**config.mk**
```make
export PLATFORM = sky130hd
export DESIGN_NAME = ddr_rd_byte_stream
export DESIGN_NICKNAME = d
export VERILOG_FILES = /design/src/rtl/ddr_rd_byte_stream.sv
export SDC_FILE = /design/constraint.sdc
export NUM_CORES = 1
export LEC_CHECK = 0
export ABC_AREA = 1
export CORE_UTILIZATION = 51
export DETAILED_ROUTE_END_ITERATION = 6
export PLACE_DENSITY_LB_ADDON = 0.12
export SLEW_MARGIN = 0
export SYNTH_ARGS = -nofsm -noshare
export SYNTH_HDL_FRONTEND = slang
export SYNTH_SLANG_ARGS = --single-unit
```
**constraint.sdc**
```tcl
create_clock -name clock -period 2.25 [get_ports clock]
set_input_delay 0.675 -clock clock [delete_from_list [all_inputs] [get_ports clock]]
set_output_delay 0.675 -clock clock [all_outputs]
set_load 0.1 [all_outputs]
```
**src/rtl/ddr_rd_byte_stream.sv**
```systemverilog
// Reads a run of 256-bit words over the MIG 7-series app port and streams each
// word out LSB byte first on a valid/ready byte interface.
module ddr_rd_byte_stream #(
   parameter int unsigned ADDR_W         = 28,
   parameter int unsigned ADDR_STEP      = 8,
   parameter int unsigned CNT_W          = 16,
   parameter int unsigned TIMEOUT_CYCLES = 1024
) (
   input  logic              clock,
   input  logic              rst_n,
   input  logic              start,
   input  logic [ADDR_W-1:0] base_addr,
   input  logic [CNT_W-1:0]  word_count,
   input  logic              init_calib_complete,
   input  logic              app_rdy,
   input  logic [255:0]      app_rd_data,
   input  logic              app_rd_data_valid,
   output logic              app_en,
   output logic [2:0]        app_cmd,
   output logic [ADDR_W-1:0] app_addr,
   output logic [7:0]        byte_data,
   output logic              byte_valid,
   input  logic              byte_ready,
   output logic              busy,
   output logic              done,
   output logic              err
);

   localparam int unsigned DATA_W   = 256;
   localparam int unsigned BYTE_W   = 8;
   localparam int unsigned IDX_W    = 5;
   localparam int unsigned TMO_W    = $clog2(TIMEOUT_CYCLES + 1);
   localparam logic [2:0]  CMD_READ = 3'b001;

   typedef enum logic [2:0] {
      S_IDLE,
      S_CMD,
      S_WAIT,
      S_SHIFT,
      S_FIN
   } state_t;

   state_t              state_q;
   logic [ADDR_W-1:0]   addr_q;
   logic [CNT_W-1:0]    rem_q;
   logic [DATA_W-1:0]   word_q;
   logic [IDX_W-1:0]    idx_q;
   logic [TMO_W-1:0]    tmo_q;
   logic                app_en_q;
   logic                byte_valid_q;
   logic                busy_q;
   logic                done_q;
   logic                err_q;

   // Byte currently offered is always the low byte of the (shifting) word register.
   assign app_cmd    = CMD_READ;
   assign app_addr   = addr_q;
   assign app_en     = app_en_q;
   assign byte_data  = word_q[BYTE_W-1:0];
   assign byte_valid = byte_valid_q;
   assign busy       = busy_q;
   assign done       = done_q;
   assign err        = err_q;

   always_ff @(posedge clock) begin
      if (!rst_n) begin
         state_q      <= S_IDLE;
         addr_q       <= '0;
         rem_q        <= '0;
         word_q       <= '0;
         idx_q        <= '0;
         tmo_q        <= '0;
         app_en_q     <= 1'b0;
         byte_valid_q <= 1'b0;
         busy_q       <= 1'b0;
         done_q       <= 1'b0;
         err_q        <= 1'b0;
      end else begin
         done_q <= 1'b0;
         err_q  <= 1'b0;
         case (state_q)
            S_IDLE: begin
               if (start && init_calib_complete) begin
                  addr_q <= base_addr;
                  rem_q  <= word_count;
                  if (word_count == '0) begin
                     state_q <= S_FIN;
                     done_q  <= 1'b1;
                  end else begin
                     state_q  <= S_CMD;
                     app_en_q <= 1'b1;
                     busy_q   <= 1'b1;
                  end
               end
            end

            S_CMD: begin
               if (app_rdy) begin
                  app_en_q <= 1'b0;
                  tmo_q    <= '0;
                  state_q  <= S_WAIT;
               end
            end

            // One read outstanding; give up after TIMEOUT_CYCLES idle cycles.
            S_WAIT: begin
               if (app_rd_data_valid) begin
                  word_q       <= app_rd_data;
                  idx_q        <= '0;
                  byte_valid_q <= 1'b1;
                  state_q      <= S_SHIFT;
               end else if (tmo_q == TMO_W'(TIMEOUT_CYCLES - 1)) begin
                  state_q <= S_FIN;
                  done_q  <= 1'b1;
                  err_q   <= 1'b1;
                  busy_q  <= 1'b0;
               end else begin
                  tmo_q <= tmo_q + TMO_W'(1);
               end
            end

            S_SHIFT: begin
               if (byte_ready) begin
                  if (idx_q == IDX_W'(31)) begin
                     byte_valid_q <= 1'b0;
                     if (rem_q == CNT_W'(1)) begin
                        state_q <= S_FIN;
                        done_q  <= 1'b1;
                        busy_q  <= 1'b0;
                     end else begin
                        rem_q    <= rem_q - CNT_W'(1);
                        addr_q   <= addr_q + ADDR_W'(ADDR_STEP);
                        app_en_q <= 1'b1;
                        state_q  <= S_CMD;
                     end
                  end else begin
                     idx_q  <= idx_q + IDX_W'(1);
                     word_q <= word_q >> BYTE_W;
                  end
               end
            end

            S_FIN: begin
               state_q <= S_IDLE;
            end

            default: begin
               state_q <= S_IDLE;
            end
         endcase
      end
   end

endmodule

```
# Word-level counts from Yosys, hierarchy flattened

Index checks and enable logic that the tools add are counted.
W data, S select, Z words.

Reduce and logical (&&, ||, !) cells: 16
Multiplexer cells: 56
Eq/ne operators: 19
Add/subtract/negate cells: 4

Operators by type and width:

| cell                    | count |
|---|---|
| $mux W256               | 3 |
| $pmux W256 S2           | 1 |
| $mux W28                | 4 |
| $mux W16                | 4 |
| $pmux W28 S2            | 1 |
| $mux W11                | 3 |
| $pmux W16 S2            | 1 |
| $add A28 B4 Y28 const B | 1 |
| $mux W3                 | 8 |
| $ne A2 B2 Y1 const B    | 12 |
| $pmux W11 S2            | 1 |
| $mux W1                 | 21 |
| $eq A16 B1 Y1 const B   | 1 |
| $logic_not A16 Y1       | 1 |
| $sub A16 B1 Y16 const B | 1 |
| $mux W5                 | 3 |
| $pmux W3 S4             | 1 |
| $reduce_and A4 Y1       | 3 |
| $add A11 B1 Y11 const B | 1 |
| $eq A11 B10 Y1 const B  | 1 |
| $pmux W5 S2             | 1 |
| $reduce_and A5 Y1       | 2 |
| $pmux W1 S3             | 3 |
| $reduce_and A8 Y1       | 1 |
| other kinds (12)        | 16 |

Output and inout bits: 44
Logic and storage cells: 106
Register bits after elaboration: 324
Bits of input ports: 307

# Logic depth before layout (Yosys ltp)

Depth after elaboration: 5
Gate-level depth with buffers: 14

# Worst setup path before layout

Ideal clock, no wire load.

Path type: reg2reg
Start point: reg addr_q[3] (netlist: app_addr[3])
End point: reg addr_q[15] (netlist: app_addr[15])
Required time: 2.140 ns
Cell stages (with the launch flop): 11
Arrival: 2.303 ns
Path slack: -0.163 ns
Library setup time: 0.110 ns
Cells stage by stage: dfxtp_1 -> ha_1 -> nand2_1 -> nor2_1 -> nand3_1 -> nor2_1 -> nand3_1 -> o21ai_0 -> nand2_1 -> nand2_1 -> nor2_1

Longest elaborated chain between the ends: 5

RTL lines:

| item                     | RTL line | source |
|---|---|---|
| start: declaration       | 44       | `logic [ADDR_W-1:0] addr_q;` |
| start signal: assignment | 84       | `addr_q <= base_addr;` |
| start signal: assignment | 132      | `addr_q <= addr_q + ADDR_W'(ADDR_STEP);` |
| $add A28 B4 Y28          | 132      |  |
| $mux W28                 | 126      | `if (rem_q == CNT_W'(1)) begin` |
| $mux W28                 | 124      | `if (idx_q == IDX_W'(31)) begin` |
| $mux W28                 | 123      | `if (byte_ready) begin` |
| $pmux W28 S2             | 81       | `case (state_q)` |

No other way between the ends. The select of a mux whose other input is x is not followed.
A chain may end at the register's enable or synchronous reset.

# Final worst setup path

Start point: reg idx_q[0]
End point: reg word_q[18]

Longest elaborated chain between the ends: 3

RTL lines:

| item                               | RTL line | source |
|---|---|---|
| start: declaration                 | 47       | `logic [IDX_W-1:0] idx_q;` |
| start signal: assignment           | 137      | `idx_q <= idx_q + IDX_W'(1);` |
| $eq A5 B5 Y1                       | 124      |  |
| $ne A2 B2 Y1 (no source line)      | --       |  |
| $reduce_and A4 Y1 (no source line) | --       |  |
| end signal: assignment             | 108      | `word_q <= app_rd_data;` |
| end signal: assignment             | 138      | `word_q <= word_q >> BYTE_W;` |
| end: declaration                   | 46       | `logic [DATA_W-1:0] word_q;` |

No other way between the ends.

==> results.ini <==
[clock_tree]
numCtsBuffers = 36
cts_tree = yes
clk_latency_ps = 520
cts_num_sinks = 324
cts_root_buf = clkbuf_16
path_clk_slew_ps = 60
cts_buffer_depth = 3
cts-htree-levels = 2

[synth]
avgSynthCellArea_um2 = 6.49
synthDistinctLibCells = 27
synth_area_leaders = dfxtp_1, o21ai_0, nand2_1
ys_warn_count = 0
synth_area_um2 = 16000
seq_area_frac_synth_pct = 40.6
netlist.area_leader.share_pct = 40.6
ys_ff_latch = 324
syn_inst = 2460
synth_top_cell_by_area = dfxtp_1

[grt]
grt_pass1_vias = 15300
grt_use_total_pct = 28.1
grt_overflow = 0
grt_pass1_wl_um = 73100
antenna_found_initial = 6
grt_max_degree = 124

[sta]
finalCriticalPeriod_ps = 2150
finalSetupViolations = 0
rsz0062_at_grt = yes
fin_hold_ws_ps = 445
setup_tns_ps = 0
final_hold_viol_count = 0
clock_skew_ps = 26.9
slew_violations = 0
finalCritPeriodShare_pct = 95.5
fmax_mhz = 466

[setup_path]
rr_worst_depth = 13
reg2reg_slack_ps = 100
crit_type = flop to flop
cp.arrival_ps = 2560
path_max_fanout = 21
r2r-start = idx_q[0]
start_kind = flop
worst_setup_path_end_kind = flop
crit_required_ps = 2660
rr_endpoint = word_q[18]

[routing]
wirelength_um = 47100
viasPerCell = 5.28
drtIter0Drc = 1216
drc = 0
drt_pass1_iterations = 5
wire_per_inst_um = 14.8
via_count = 16800
ant_nets = 0

[cells_and_area]
area_delta_synth_final_pct = 35.0
nFillCells = 2641
layout_commonest_cell = nand2_1
multiInputGateArea_um2 = 7560
final_cell_mix = nand2_1, o21ai_0, dfxtp_1
drive_gt1_share_pct = 7.52
finalNetCount = 3071
seqCellArea_um2 = 6490

[job]
cap_violations = 0

[pwr]
power.leakage_nw = 8.68
power_mw = 24.6
max-vdd-ir-drop_mv = 0.639
powerDensity_nw_per_um2 = 1140

[die]
io_pins = 351
die_area_um2 = 32000
fp.dieH_um = 179
core_um2 = 30700
rows = 64
die_w_um = 179
start_util_pct = 52.1

[outcome]
status = finished, final reports clean

[min_path]
worstHoldStart = word_q[160]
min_to = word_q[160]
hold_path_depth = 2
min_path_type = flop to flop

[placement]
portBuffers = 347
gp_congestion = 0.903
dp.final_hpwl_um = 32600

kinds of logic (layout without fill, tap and decap cells):
logic type      Yosys count  in the layout  synth area share [%]
compound gates          823            823                  25.9
simple gates            821            821                  20.3
fa+ha+maj                 6              6                 0.470
flops                   324            324                  40.6
xor+xnor                  6              6                 0.329
buf+inv                 478            797                  12.3
other cells               2             10                0.0470
layout make-up:
cell class,count,area share [%]
Antenna cell,7,0.0813
Clock buffer,53,5.04
Clock inverter,7,0.459
Inverter,304,5.30
Multi-Input combinational cell,1659,35.1
Sequential cell,324,30.1
Tap cell,396,2.30
Timing Repair Buffer,433,21.7
critical path: stages, from the launching register on:
cell and delay (ps):
dfxtp_2 330, ha_2 190, inv_2 60, nor3_2 30, ha_2 160, inv_2 110, nor2_4 60, nor2_2 150
nand3_4 200, buf_4 210, buf_8 140, buf_16 160, o21ai_0 160, a21oi_1 60
repair_timing:
action / in CTS / in global routing
resized for setup: 0 / 53
setup endpoints to repair: 0 / 269
hold buffers: 0 / 0
buffers inserted: 0 / 9
sequential cells by signal (all words and copies together), names as in the netlist:
signal	cells
app_addr	28
app_en	1
busy	1
byte_valid	1
done	1
err	1
idx_q	5
rem_q	16
state_q	3
tmo_q	11
word_q	256
power by group:
part / internal, mW / switching [mW] / total (mW)
logic: 3.79 / 6.57 / 10.4
registers: 7.40 / 0.898 / 8.30
clock network: 3.57 / 2.35 / 5.91
total: 14.8 / 9.81 / 24.6
cells in the mapped netlist:
library cell  number
nand2_1          546
o21ai_0          420
dfxtp_1          324
inv_1            300
a21oi_1          293
nor2_1           181
o21ai_1          102
buf_2             88
clkbuf_1          67
nand3_1           61
buf_4             18
nor3_1            11
nand4_1            7
or2_2              7
ha_1               6
o21bai_1           5
inv_2              4
xnor2_1            4
nor2_2             3
nor3b_1            3
a31oi_1            2
conb_1             2
xor2_1             2
buf_1              1
nand3_2            1
nor2_4             1
o22ai_1            1
metrics by stage:
stage | instances | area [um2] | utilization, % | setup WS, ps
3_3_place_gp | 3100 | 20000 | 65.3 | -138
2_1_floorplan | 2461 | 16000 | - | 9.58
5_1_grt | 3181 | 21600 | 70.3 | -8.27
6_report | 3183 | 21600 | 70.3 | 102
3_5_place_dp | 3100 | 20000 | 65.3 | -148
4_1_cts | 3160 | 21200 | 69.1 | 18.6
layer usage:
| metal | wire, um | part of all wire (%) | track usage [%] |
|---|---|---|---|
| met3 | 3140 | 6.7 | 4.11 |
| met2 | 21800 | 46 | 45.9 |
| met5 | 0 | 0 | 0 |
| met1 | 20800 | 44 | 37.5 |
| met4 | 1370 | 2.9 | 10.4 |
worst max path at each step:
stage                     start            to  cells after the start
floorplan           app_addr[8]  app_addr[16]                      9
global placement     byte_ready   word_q[158]                      8
detailed placement   byte_ready   app_addr[6]                      9
CTS                    idx_q[0]   app_addr[5]                     12
global route           idx_q[0]      idx_q[3]                     13
finish                 idx_q[0]    word_q[18]                     13
Power figures use the tool's default switching activity.
